--- src/rtl/serial_word_transmitter_pkg.sv ---
// Shared definitions for the serial word transmitter: FSM state encoding,
// default sizing constants shared with the receive side, counter width helper.
package serial_word_transmitter_pkg;

    localparam int DATA_W_DEF     = 16;
    localparam int DEPTH_LOG2_DEF = 6;
    localparam int CLK_DIV_DEF    = 4;

    typedef enum logic [1:0] {
        ST_IDLE = 2'd0,
        ST_LOAD = 2'd1,
        ST_LOW  = 2'd2,
        ST_HIGH = 2'd3
    } tx_state_e;

    // Width of a counter that runs 0..n-1; never narrower than one bit.
    function automatic int cnt_width(input int n);
        return (n > 1) ? $clog2(n) : 1;
    endfunction

endpackage

--- src/rtl/serial_word_transmitter_sync_fifo.sv ---
// Single-clock first-word-fall-through FIFO with registered level and ready flag.
// The head word is always visible on rd_data while level is non-zero.
module sync_fifo
    import serial_word_transmitter_pkg::*;
#(
    parameter int DATA_W     = DATA_W_DEF,
    parameter int DEPTH_LOG2 = DEPTH_LOG2_DEF
) (
    input  logic                  clk,
    input  logic                  rst,
    input  logic [DATA_W-1:0]     wr_data,
    input  logic                  wr_valid,
    output logic                  wr_ready,
    input  logic                  pop,
    output logic [DATA_W-1:0]     rd_data,
    output logic [DEPTH_LOG2:0]   level
);

    localparam int                  DEPTH      = 2 ** DEPTH_LOG2;
    localparam logic [DEPTH_LOG2:0] FULL_LEVEL = (DEPTH_LOG2 + 1)'(DEPTH);
    localparam logic [DEPTH_LOG2:0] LVL_ONE    = (DEPTH_LOG2 + 1)'(1);
    localparam logic [DEPTH_LOG2-1:0] PTR_ONE  = DEPTH_LOG2'(1);

    logic [DATA_W-1:0]     mem [DEPTH];
    logic [DEPTH_LOG2-1:0] wr_ptr;
    logic [DEPTH_LOG2-1:0] rd_ptr;
    logic [DEPTH_LOG2:0]   level_q;
    logic [DEPTH_LOG2:0]   level_n;
    logic                  ready_q;
    logic                  push;
    logic                  pop_ok;

    assign push   = wr_valid && ready_q;
    assign pop_ok = pop && (level_q != '0);

    // NOTE: every signal written here gets a default first, so no latch can be inferred.
    always_comb begin
        level_n = level_q;
        if (push && !pop_ok)
            level_n = level_q + LVL_ONE;
        else if (!push && pop_ok)
            level_n = level_q - LVL_ONE;
    end

    // NOTE: sequential state uses non-blocking assignments so every flop samples pre-edge values.
    always_ff @(posedge clk or posedge rst) begin
        if (rst) begin
            wr_ptr  <= '0;
            rd_ptr  <= '0;
            level_q <= '0;
            ready_q <= 1'b1;
        end else begin
            if (push)
                wr_ptr <= wr_ptr + PTR_ONE;
            if (pop_ok)
                rd_ptr <= rd_ptr + PTR_ONE;
            level_q <= level_n;
            ready_q <= (level_n != FULL_LEVEL);
        end
    end

    // NOTE: storage is deliberately not reset; pointers and level alone define what is valid.
    always_ff @(posedge clk) begin
        if (push)
            mem[wr_ptr] <= wr_data;
    end

    assign rd_data  = mem[rd_ptr];
    assign level    = level_q;
    assign wr_ready = ready_q;

endmodule

--- src/rtl/serial_word_transmitter.sv ---
// Return-path serializer: FIFO-buffered 16-bit words shifted out LSB-first with a divided shift clock.
// Define TX_FRAME_SYNC_EN to add the tx_frame output marking bit 0 of every word.
module serial_word_transmitter
    import serial_word_transmitter_pkg::*;
#(
    parameter int DATA_W     = DATA_W_DEF,
    parameter int DEPTH_LOG2 = DEPTH_LOG2_DEF,
    parameter int CLK_DIV    = CLK_DIV_DEF
) (
    input  logic                  clk,
    input  logic                  rst,
    input  logic [DATA_W-1:0]     wr_data,
    input  logic                  wr_valid,
    output logic                  wr_ready,
    input  logic                  tx_req,
    output logic                  tx_clk,
    output logic                  tx_serial,
    output logic                  tx_busy,
`ifdef TX_FRAME_SYNC_EN
    output logic                  tx_frame,
`endif
    output logic [DEPTH_LOG2:0]   fifo_level
);

    localparam int              BIT_W   = cnt_width(DATA_W);
    localparam int              DIV_W   = cnt_width(CLK_DIV);
    localparam logic [BIT_W-1:0] BIT_ONE = BIT_W'(1);
    localparam logic [DIV_W-1:0] DIV_ONE = DIV_W'(1);

    tx_state_e         state_q, state_n;
    logic [DATA_W-1:0] shift_q, shift_n;
    logic [BIT_W-1:0]  bit_q, bit_n;
    logic [DIV_W-1:0]  div_q, div_n;
    logic              tx_clk_q, tx_clk_n;
    logic              serial_q, serial_n;
    logic              busy_q, busy_n;
`ifdef TX_FRAME_SYNC_EN
    logic              frame_q, frame_n;
`endif

    logic [DATA_W-1:0]   fifo_rd_data;
    logic [DEPTH_LOG2:0] level;
    logic                pop;
    logic                div_last;
    logic                bit_last;
    logic                start_ok;

    sync_fifo #(
        .DATA_W     (DATA_W),
        .DEPTH_LOG2 (DEPTH_LOG2)
    ) u_fifo (
        .clk      (clk),
        .rst      (rst),
        .wr_data  (wr_data),
        .wr_valid (wr_valid),
        .wr_ready (wr_ready),
        .pop      (pop),
        .rd_data  (fifo_rd_data),
        .level    (level)
    );

    assign pop      = (state_q == ST_LOAD);
    assign div_last = (div_q == DIV_W'(CLK_DIV - 1));
    assign bit_last = (bit_q == BIT_W'(DATA_W - 1));
    // tx_req is only consulted here, i.e. at word boundaries.
    assign start_ok = tx_req && (level != '0);

    always_ff @(posedge clk or posedge rst) begin
        if (rst)
            state_q <= ST_IDLE;
        else
            state_q <= state_n;
    end

    always_comb begin
        state_n = state_q;
        unique case (state_q)
            ST_IDLE: if (start_ok) state_n = ST_LOAD;
            ST_LOAD: state_n = ST_LOW;
            ST_LOW:  if (div_last) state_n = ST_HIGH;
            ST_HIGH: if (div_last) state_n = bit_last ? (start_ok ? ST_LOAD : ST_IDLE) : ST_LOW;
            default: state_n = ST_IDLE;
        endcase
    end

    // Next values of the registered outputs, aligned with the state they belong to.
    always_comb begin
        shift_n  = shift_q;
        serial_n = serial_q;
        bit_n    = bit_q;
        div_n    = '0;
        unique case (state_q)
            ST_LOAD: begin
                shift_n  = fifo_rd_data;
                serial_n = fifo_rd_data[0];
                bit_n    = '0;
            end
            ST_LOW: begin
                if (!div_last) div_n = div_q + DIV_ONE;
            end
            ST_HIGH: begin
                if (!div_last) begin
                    div_n = div_q + DIV_ONE;
                end else if (!bit_last) begin
                    bit_n    = bit_q + BIT_ONE;
                    shift_n  = shift_q >> 1;
                    serial_n = shift_q[1];
                end
            end
            default: ;
        endcase
        tx_clk_n = (state_n == ST_HIGH);
        busy_n   = (state_n != ST_IDLE);
`ifdef TX_FRAME_SYNC_EN
        frame_n  = ((state_n == ST_LOW) || (state_n == ST_HIGH)) && (bit_n == '0);
`endif
    end

    always_ff @(posedge clk or posedge rst) begin
        if (rst) begin
            shift_q  <= '0;
            bit_q    <= '0;
            div_q    <= '0;
            tx_clk_q <= 1'b0;
            serial_q <= 1'b0;
            busy_q   <= 1'b0;
`ifdef TX_FRAME_SYNC_EN
            frame_q  <= 1'b0;
`endif
        end else begin
            shift_q  <= shift_n;
            bit_q    <= bit_n;
            div_q    <= div_n;
            tx_clk_q <= tx_clk_n;
            serial_q <= serial_n;
            busy_q   <= busy_n;
`ifdef TX_FRAME_SYNC_EN
            frame_q  <= frame_n;
`endif
        end
    end

    assign tx_clk     = tx_clk_q;
    assign tx_serial  = serial_q;
    assign tx_busy    = busy_q;
    assign fifo_level = level;
`ifdef TX_FRAME_SYNC_EN
    assign tx_frame   = frame_q;
`endif

endmodule

--- config.mk ---
export PLATFORM = sky130hd
export DESIGN_NAME = serial_word_transmitter
export DESIGN_NICKNAME = d
export VERILOG_FILES = /design/src/rtl/serial_word_transmitter_pkg.sv /design/src/rtl/serial_word_transmitter_sync_fifo.sv /design/src/rtl/serial_word_transmitter.sv
export SDC_FILE = /design/constraint.sdc
export NUM_CORES = 1
export LEC_CHECK = 0
export CORE_MARGIN = 8
export CORE_UTILIZATION = 45
export DETAILED_ROUTE_END_ITERATION = 10
export GPL_TIMING_DRIVEN = 0
export PLACE_DENSITY_LB_ADDON = 0.3
export SLEW_MARGIN = 30
export SYNTH_ARGS = -nofsm -noshare
export SYNTH_HDL_FRONTEND = slang
export SYNTH_HIERARCHICAL = 1
export SYNTH_SLANG_ARGS = --single-unit
export TNS_END_PERCENT = 50
--- constraint.sdc ---
create_clock -name clk -period 3.2 [get_ports clk]
set_input_delay 0.64 -clock clk [delete_from_list [all_inputs] [get_ports clk]]
set_output_delay 0.64 -clock clk [all_outputs]
set_load 0.005 [all_outputs]
==> results by group, run 1 <==
Power and ir drop
  – Power density over the cells: 821.1 mW/mm^2
  – Lkg Pwr: 15.76 nW
  – Sw Share: 30.83%
  – Cell Int Power: 28.14 mW
  – Clock share of power: 31.0%
  – Gate power share: 29.0%
  – Sequential share of power: 40.1%
  – Power Total: 40.68 mW
  – Worst VDD drop: 0.0004275 V
  – NetSw: 12.54 mW

CTS
  – Clk slew on worst S/H paths: 0.06 ns
  – CTS tree: yes
  – Clock sinks: 1,070
  – Clk Tree Root Cell: clkbuf_16
  – H-tree Lvls: 3
  – Total CTS buffers: 106
  – Clock buffer depth: 3
  – Later-pin clock latency in the skew report: 0.69 ns

Synthesis
  – Cell Area, Synth: 0.04208 sq mm
  – Post-synth top cells: edfxtp_1, mux4_2, mux2i_1
  – Ys flop type: edfxtp_1
  – Post-synthesis sequential area ratio: 75.82%
  – Post-synth EDFFs: 1,024
  – Post-Syn Nets: 2,110
  – Synthesized instance count: 2,083
  – Synth top area share: 73.08%
  – Cell taking the most area after synthesis: edfxtp_1
  – Top-count cell post-synth: edfxtp_1
  – Post-synth ARST share: 4.299%
  – Synth area leaders: edfxtp_1, mux4_2, mux2i_1
  – Yosys warning total: 6
  – Synthesized flop and latch total: 1,070
  – Mean Syn Cell Area: 20.20 sq um
  – Yosys cell types: 77

Finish
  – Layout cell share with drive strength beyond 1: 29.76%
  – Number of fill cells: 7,087
  – Design Area, Final: 0.04954 sq mm
  – Storage cell area: 0.03190 sq mm
  – Area of the multi-input gates: 0.01033 sq mm
  – Area Overhead vs Synth: 17.75%
  – # nets final: 2,298
  – N_diodes: 0

Routing
  – WL/cell: 33.78 um
  – Starting DRC count in detailed routing: 3,001
  – Final ANT Viol Nets: 0
  – Vias: 22.82k
  – DR vias/cell: 6.311
  – TritonRoute pass-1 iters: 7
  – Residual DRC: 0
  – Drt total wl: 122,100 um

STA
  – RSZ-0062 raised after global routing: true
  – Smallest setup slack after layout: -0.05203 ns
  – Period utilisation layout: 101.6%
  – Fmax: 0.3075 GHz
  – WHS: 0.2043 ns
  – Final Skew: 0.03030 ns
  – Final hold vios: 0
  – Max-slew violation count: 0
  – Final Setup Violations: 7
  – Min cycle time layout: 3.252 ns
  – Slew HR: 29.01%
  – Worst-Margin Slew: 1.065 ns

Floorplan
  – Starting density of the core: 45.22%
  – IO Count: 31
  – Die area: 0.1035 sq mm
  – Die width: 321.8 um
  – Die span in y: 321.8 um
  – Core Region: 0.09305 sq mm
  – Std-Cell Rows: 112

GRT
  – Number of global-route vias before repair: 22.14k
  – Largest net degree at the start of global routing: 65
  – Initial antenna violation count: 4
  – Gr usage total: 23.31%
  – First-pass GRT wire length: 169,700 um
  – Overflow after GRT: 0

Place
  – Post-DP HPWL: 79,510 um
  – Area after DPL: 0.04500 sq mm
  – GP Congestion: 0.9605
  – I/O Buffers: 30

Run status
  – Status: finished, violations left
  – Failing checks: setup timing

Flow run
  – Max_cap viols: 0

Worst setup path
  – Required time of the critical path: 3.77 ns
  – Critical Path Fanout Max: 10
  – Kind of critical path: reg2reg
  – CP Capture Type: register
  – Critical Path AT: 3.82 ns
  – Type of origin of the critical path: register

Hold path
  – Worst hold-check path type: in2reg
[state kept, by name, summed over array words and instances (netlist names)]
register,count
bit_q,4
div_q,2
shift_q,16
state_q,2
tx_busy,1
tx_clk,1
u_fifo/level,7
u_fifo/mem,1024
u_fifo/rd_ptr,6
u_fifo/wr_ptr,6
u_fifo/wr_ready,1
[stage by stage]
| step | setup TNS, ns | std cells | util, % | worst slack, ns |
|---|---|---|---|---|
| after floorplan | -2.076 | 2083 | - | -0.1297 |
| after global placement | -1529.09 | 3367 | 47.23 | -2.960 |
| after detailed placement | -643.97 | 3398 | 48.36 | -1.311 |
| after CTS | -0.00009415 | 3607 | 52.85 | -0.00009415 |
| after global routing | -0.008527 | 3616 | 53.24 | -0.005226 |
| final | -0.1548 | 3616 | 53.24 | -0.05203 |
[timing repair]
action | in CTS | in global routing
hold buffers | 0 | 0
setup buffers | 10 | 10
pin swaps | 13 | 14
setup endpoints to repair | 670 | 172
gates resized for setup | 128 | 59
endpoints found under the hold margin | 0 | 0
[kinds of logic after synthesis]
group	after synthesis	share of synthesized area [%]
flip-flops	1070	75.82
XOR/XNOR	12	0.2498
multiplexers	356	14.80
AND/OR/NAND/NOR	279	3.143
AO/OA/AOI/OAI	223	3.821
buffers and inverters	136	1.960
adder cells (fa/ha/maj)	7	0.2082
[area by class of cell]
cell class	count	share of cell area, %
multi-input combinational	877	20.84
sequential	1070	64.39
tap	1254	3.167
clock buffer	140	5.839
buffer	123	2.197
timing repair buffer	81	2.174
inverter	12	0.09092
clock inverter	59	1.296
[cells in the final DEF, fill, tap and decap left out, types with 15 or more instances in the layout]
cell,netlist,layout
buf_4,16,43
clkbuf_1,59,48
o221ai_1,30,25
nor2_1,90,26
a22oi_1,18,18
buf_6,20,23
nand3_1,23,21
clkinv_1,0,15
clkinv_2,0,22
clkbuf_16,0,108
mux2i_1,121,113
nor2_4,0,58
dfrtp_1,45,44
edfxtp_1,1024,1024
nand2_1,86,86
mux2_4,16,16
a21oi_1,52,41
o22ai_1,15,15
clkbuf_2,0,22
buf_12,1,29
mux4_2,205,205
[power by group through the flow]
stage          Combinational (mW)  Clock, mW  Sequential [mW]
2_1_floorplan                6.57          0             16.5
3_3_place_gp                 10.3          0             16.6
4_1_cts                      11.3       12.7             16.3
3_5_place_dp                 10.8          0             16.6
5_1_grt                      12.1       13.3             16.4
6_report                     11.8       12.6             16.3
[final timing paths]
path,start,end,slack [ns],cells after the start
max in group asynchronous,rst,u_fifo/rd_ptr[0],2.40,2
min,wr_data[11],u_fifo/mem[22][11],0.20,1
min reg2reg,div_q[0],div_q[0],0.44,1
min in group asynchronous,rst,tx_clk,0.37,2
max reg2reg,u_fifo/rd_ptr[2],shift_q[4],-0.05,10
max,u_fifo/rd_ptr[2],shift_q[4],-0.05,10
[worst max-delay path, stage by stage, from the launching register on]
cell and delay [ns]:
dfrtp_1 0.34, buf_2 0.31, buf_4 0.30, buf_4 0.35
mux4_2 0.37, nand2_1 0.08, a21oi_1 0.17, a211oi_2 0.49
nor4_1 0.14, mux2_4 0.29, mux2_2 0.26
[metal layers]
metal | GRT usage [%] | wire [um] | vias to the layer above
met2 | 35.73 | 55840 | 1440
met3 | 6.806 | 14350 | 304
met4 | 10.71 | 6300 | 4
met5 | 0 | 27 | -
met1 | 30.85 | 45620 | 12070
li1 | - | - | 9008
Note: power is estimated with default switching activity, not from simulation.
==> run 2: changes to the inputs <==
--- a/config.mk
+++ b/config.mk
@@ -5,6 +5,7 @@
 export SDC_FILE = /design/constraint.sdc
 export NUM_CORES = 1
 export LEC_CHECK = 0
+export CORE_ASPECT_RATIO = 0.8
 export CORE_MARGIN = 8
 export CORE_UTILIZATION = 45
 export DETAILED_ROUTE_END_ITERATION = 10
==> run 2 against run 1 <==
Effect of this change: the flow still finishes with violations (setup timing); routed wire length down 1.2%; non-clock buffer count shrank 3; sequential power barely moved; utilization fell by 0.18 points; final cell count decreased by 1.1%; first-iteration DRC count up 0.57%; critical path type unchanged; critical endpoint is now shift_q[11]; largest cell class unchanged; highest routed layer is now met4.
==> results by group, run 2 (same netlist as run 1, synthesis figures left out) <==
Routing
  – Residual DRC: 0 (unchanged)
  – Vias: 22.52k (was 22.82k)
  – TritonRoute pass-1 iters: 5 (was 7)
  – DR vias/cell: 6.295 (was 6.311)
  – Drt total wl: 120,700 um (was 122,100 um)
  – Final ANT Viol Nets: 0 (unchanged)
  – Starting DRC count in detailed routing: 3,018 (was 3,001)
  – WL/cell: 33.75 um (was 33.78 um)

Finish
  – Layout cell share with drive strength beyond 1: 29.46% (was 29.76%)
  – Number of fill cells: 7,148 (was 7,087)
  – # nets final: 2,291 (was 2,298)
  – Design Area, Final: 0.04927 sq mm (was 0.04954 sq mm)
  – Finished Layout Cells: 3,577 (was 3,616)
  – Most flops, register: u_fifo/mem (unchanged)
  – Commonest cells after routing, fill and taps aside: edfxtp_1, mux4_2, mux2i_1 (unchanged)
  – Max reg flops: 1,024 (unchanged)
  – Commonest non-fill, non-tap cell in the layout: edfxtp_1 (unchanged)
  – Area Overhead vs Synth: 17.10% (was 17.75%)

Power and ir drop
  – Power Total: 40.19 mW (was 40.68 mW)
  – Worst VDD drop: 0.0004715 V (was 0.0004275 V)
  – Power density over the cells: 815.7 mW/mm^2 (was 821.1 mW/mm^2)
  – Lkg Pwr: 15.60 nW (was 15.76 nW)

Floorplan
  – Die area: 0.1036 sq mm (was 0.1035 sq mm)
  – Std-Cell Rows: 100 (was 112)
  – Die width: 357.9 um (was 321.8 um)
  – Die span in y: 289.5 um (was 321.8 um)
  – IO Count: 31 (unchanged)
  – Core Region: 0.09284 sq mm (was 0.09305 sq mm)
  – Starting density of the core: 45.32% (was 45.22%)

CTS
  – Total CTS buffers: 102 (was 106)
  – Clock sinks: 1,070 (unchanged)
  – Clk Tree Root Cell: clkbuf_16 (unchanged)
  – CTS tree: yes (unchanged)
  – Clock buffer depth: 3 (unchanged)
  – Later-pin clock latency in the skew report: 0.69 ns (about the same)
  – Cts hold-fix bufs: 0 (unchanged)
  – H-tree Lvls: 3 (unchanged)
  – Clk slew on worst S/H paths: 0.06 ns (about the same)

STA
  – Final Skew: 0.03993 ns (was 0.03030 ns)
  – RSZ-0062 raised after global routing: true (unchanged)
  – Smallest setup slack after layout: -0.07407 ns (was -0.05203 ns)
  – Slew HR: 28.58% (was 29.01%)
  – Min cycle time layout: 3.274 ns (was 3.252 ns)
  – Max-slew violation count: 0 (unchanged)
  – Period utilisation layout: 102.3% (was 101.6%)
  – Fmax: 0.3054 GHz (was 0.3075 GHz)
  – Final Setup Violations: 16 (was 7)
  – Final hold vios: 0 (unchanged)
  – Worst-Margin Slew: 1.071 ns (was 1.065 ns)

Worst setup path
  – Critical Path AT: 3.82 ns (about the same)
  – Worst path bufs/invs: 4 (was 3)
  – Worst reg2reg path depth: 10 (unchanged)
  – Crit-path slowest cell: mux2i_1 (was a211oi_2)
  – R2R setup slack: -0.07 ns (was -0.05 ns)
  – R2r startpoint: u_fifo/rd_ptr[2] (unchanged)
  – Critical R2R Capture: shift_q[11] (was shift_q[4])
  – CP Capture Type: register (unchanged)
  – Critical Path Fanout Max: 10 (unchanged)
  – Type of origin of the critical path: register (unchanged)
  – Crit path top cell by count: buf_4 (unchanged)
  – Slowest stage delay, CP: 0.39 ns (was 0.49 ns)
  – Crit-path leading delay family: buffers and inverters (unchanged)
  – Crit path cell chain: buf_2, buf_4, buf_4, buf_6, mux2i_1, nor2_1, a311oi_2, nor4_2, mux2_2, mux2_4 (was buf_2, buf_4, buf_4, mux4_2, nand2_1, a21oi_1, a211oi_2, nor4_1, mux2_4, mux2_2)
  – Required time of the critical path: 3.75 ns (was 3.77 ns)
  – Kind of critical path: reg2reg (unchanged)

GRT
  – Met3 usage: 8.865% (was 6.806%)
  – M1 GR Usage: 32.44% (was 30.85%)
  – GRT busiest layer: met2 (unchanged)
  – Number of global-route vias before repair: 21.75k (was 22.14k)
  – Largest net degree at the start of global routing: 65 (unchanged)
  – Initial antenna violation count: 1 (was 4)
  – First-pass GRT wire length: 167,400 um (was 169,700 um)
  – Overflow after GRT: 0 (unchanged)
  – Gr usage total: 23.13% (was 23.31%)
  – GR Util met2: 33.62% (was 35.73%)

Hold path
  – Worst Hold Endpoint: u_fifo/mem[25][0] (was u_fifo/mem[22][11])
  – Hold depth: 1 (unchanged)
  – Worst hold-check path type: in2reg (unchanged)
  – HP Start: wr_data[0] (was wr_data[11])

Place
  – Area after DPL: 0.04500 sq mm (unchanged)
  – GP Congestion: 0.9809 (was 0.9605)
  – I/O Buffers: 30 (unchanged)
  – Placed Instances: 3,371 (was 3,398)
  – Post-DP HPWL: 80,210 um (was 79,510 um)

Run status
  – Status: finished, violations left (unchanged)
  – Failing checks: setup timing (unchanged)

Flow run
  – Max_cap viols: 0 (unchanged)
## run 2: cell types whose count changed in the layout (fill, tap and decap cells not counted), moves of 6 or more
cell      previous run  this run
buf_4               43        35
clkinv_1            15        22
clkinv_2            22        15
a21oi_1             41        35
clkbuf_8             7         1
## run 2: layout make-up
class | count | area (sq um) | area share (%)
Antenna cell | 1 | 2.502 | 0.005079
Buffer | 123 | 997.2 | 2.024
Clock buffer | 132 | 2729 | 5.539
Clock inverter | 60 | 606.8 | 1.232
Inverter | 12 | 45.04 | 0.09142
Multi-Input combinational cell | 877 | 10380 | 21.08
Sequential cell | 1070 | 31900 | 64.75
Tap cell | 1224 | 1531 | 3.108
Timing Repair Buffer | 78 | 1070 | 2.171
## run 2: timing repair
| item | in CTS | in global routing |
|---|---|---|
| gates resized for setup | 132 | 54 |
| pin swaps | 6 | 13 |
| buffers inserted | 6 | 8 |
| endpoints found under the setup margin | 511 | 228 |
## run 2: report_power, final
part / leakage [nW] / switching (mW) / internal (mW)
Clock: 1.61 / 5.17 / 6.92
Sequential: 9.76 / 0.275 / 16.0
Combinational: 4.23 / 7.10 / 4.69
Total: 15.6 / 12.5 / 27.6
## run 2: stage by stage
step	setup WS, ns	hold slack, ns	setup TNS [ns]	util, %
2_1_floorplan	-0.1297	0.4139	-2.076	-
3_3_place_gp	-2.699	0.4231	-1450.41	47.30
3_5_place_dp	-1.116	0.4376	-656.23	48.47
4_1_cts	-0.009122	0.1352	-0.009122	52.71
5_1_grt	-0.02790	0.1667	-0.4146	53.07
6_report	-0.07407	0.1769	-0.3236	53.07
## run 2: worst max path at each step
stage                                start                 end  slack (ns)  depth (start not counted)
after detailed placement          wr_valid  u_fifo/mem[48][12]       -1.12                          8
after global placement            wr_valid   u_fifo/mem[48][7]       -2.70                          5
final                     u_fifo/rd_ptr[2]         shift_q[11]       -0.07                         10
after floorplan                   wr_valid   u_fifo/mem[48][0]       -0.13                          4
after global routing      u_fifo/wr_ptr[0]   u_fifo/mem[57][7]       -0.03                          5
after CTS                 u_fifo/rd_ptr[1]         shift_q[12]      -0.009                         10
## run 2: metal layers
metal	routed length (um)	vias up
li1	-	8986
met1	47640	11890
met2	52030	1427
met3	17030	220
met4	4002	0
met5	0	-
==> run 3: changes to the inputs <==
--- a/config.mk
+++ b/config.mk
@@ -5,6 +5,7 @@
 export SDC_FILE = /design/constraint.sdc
 export NUM_CORES = 1
 export LEC_CHECK = 0
+export ABC_CLOCK_PERIOD_IN_PS = 3200
 export CORE_ASPECT_RATIO = 0.8
 export CORE_MARGIN = 8
 export CORE_UTILIZATION = 45
==> results of run 3 <==
The final DEF is identical to that of run 2; final timing and power are the same.
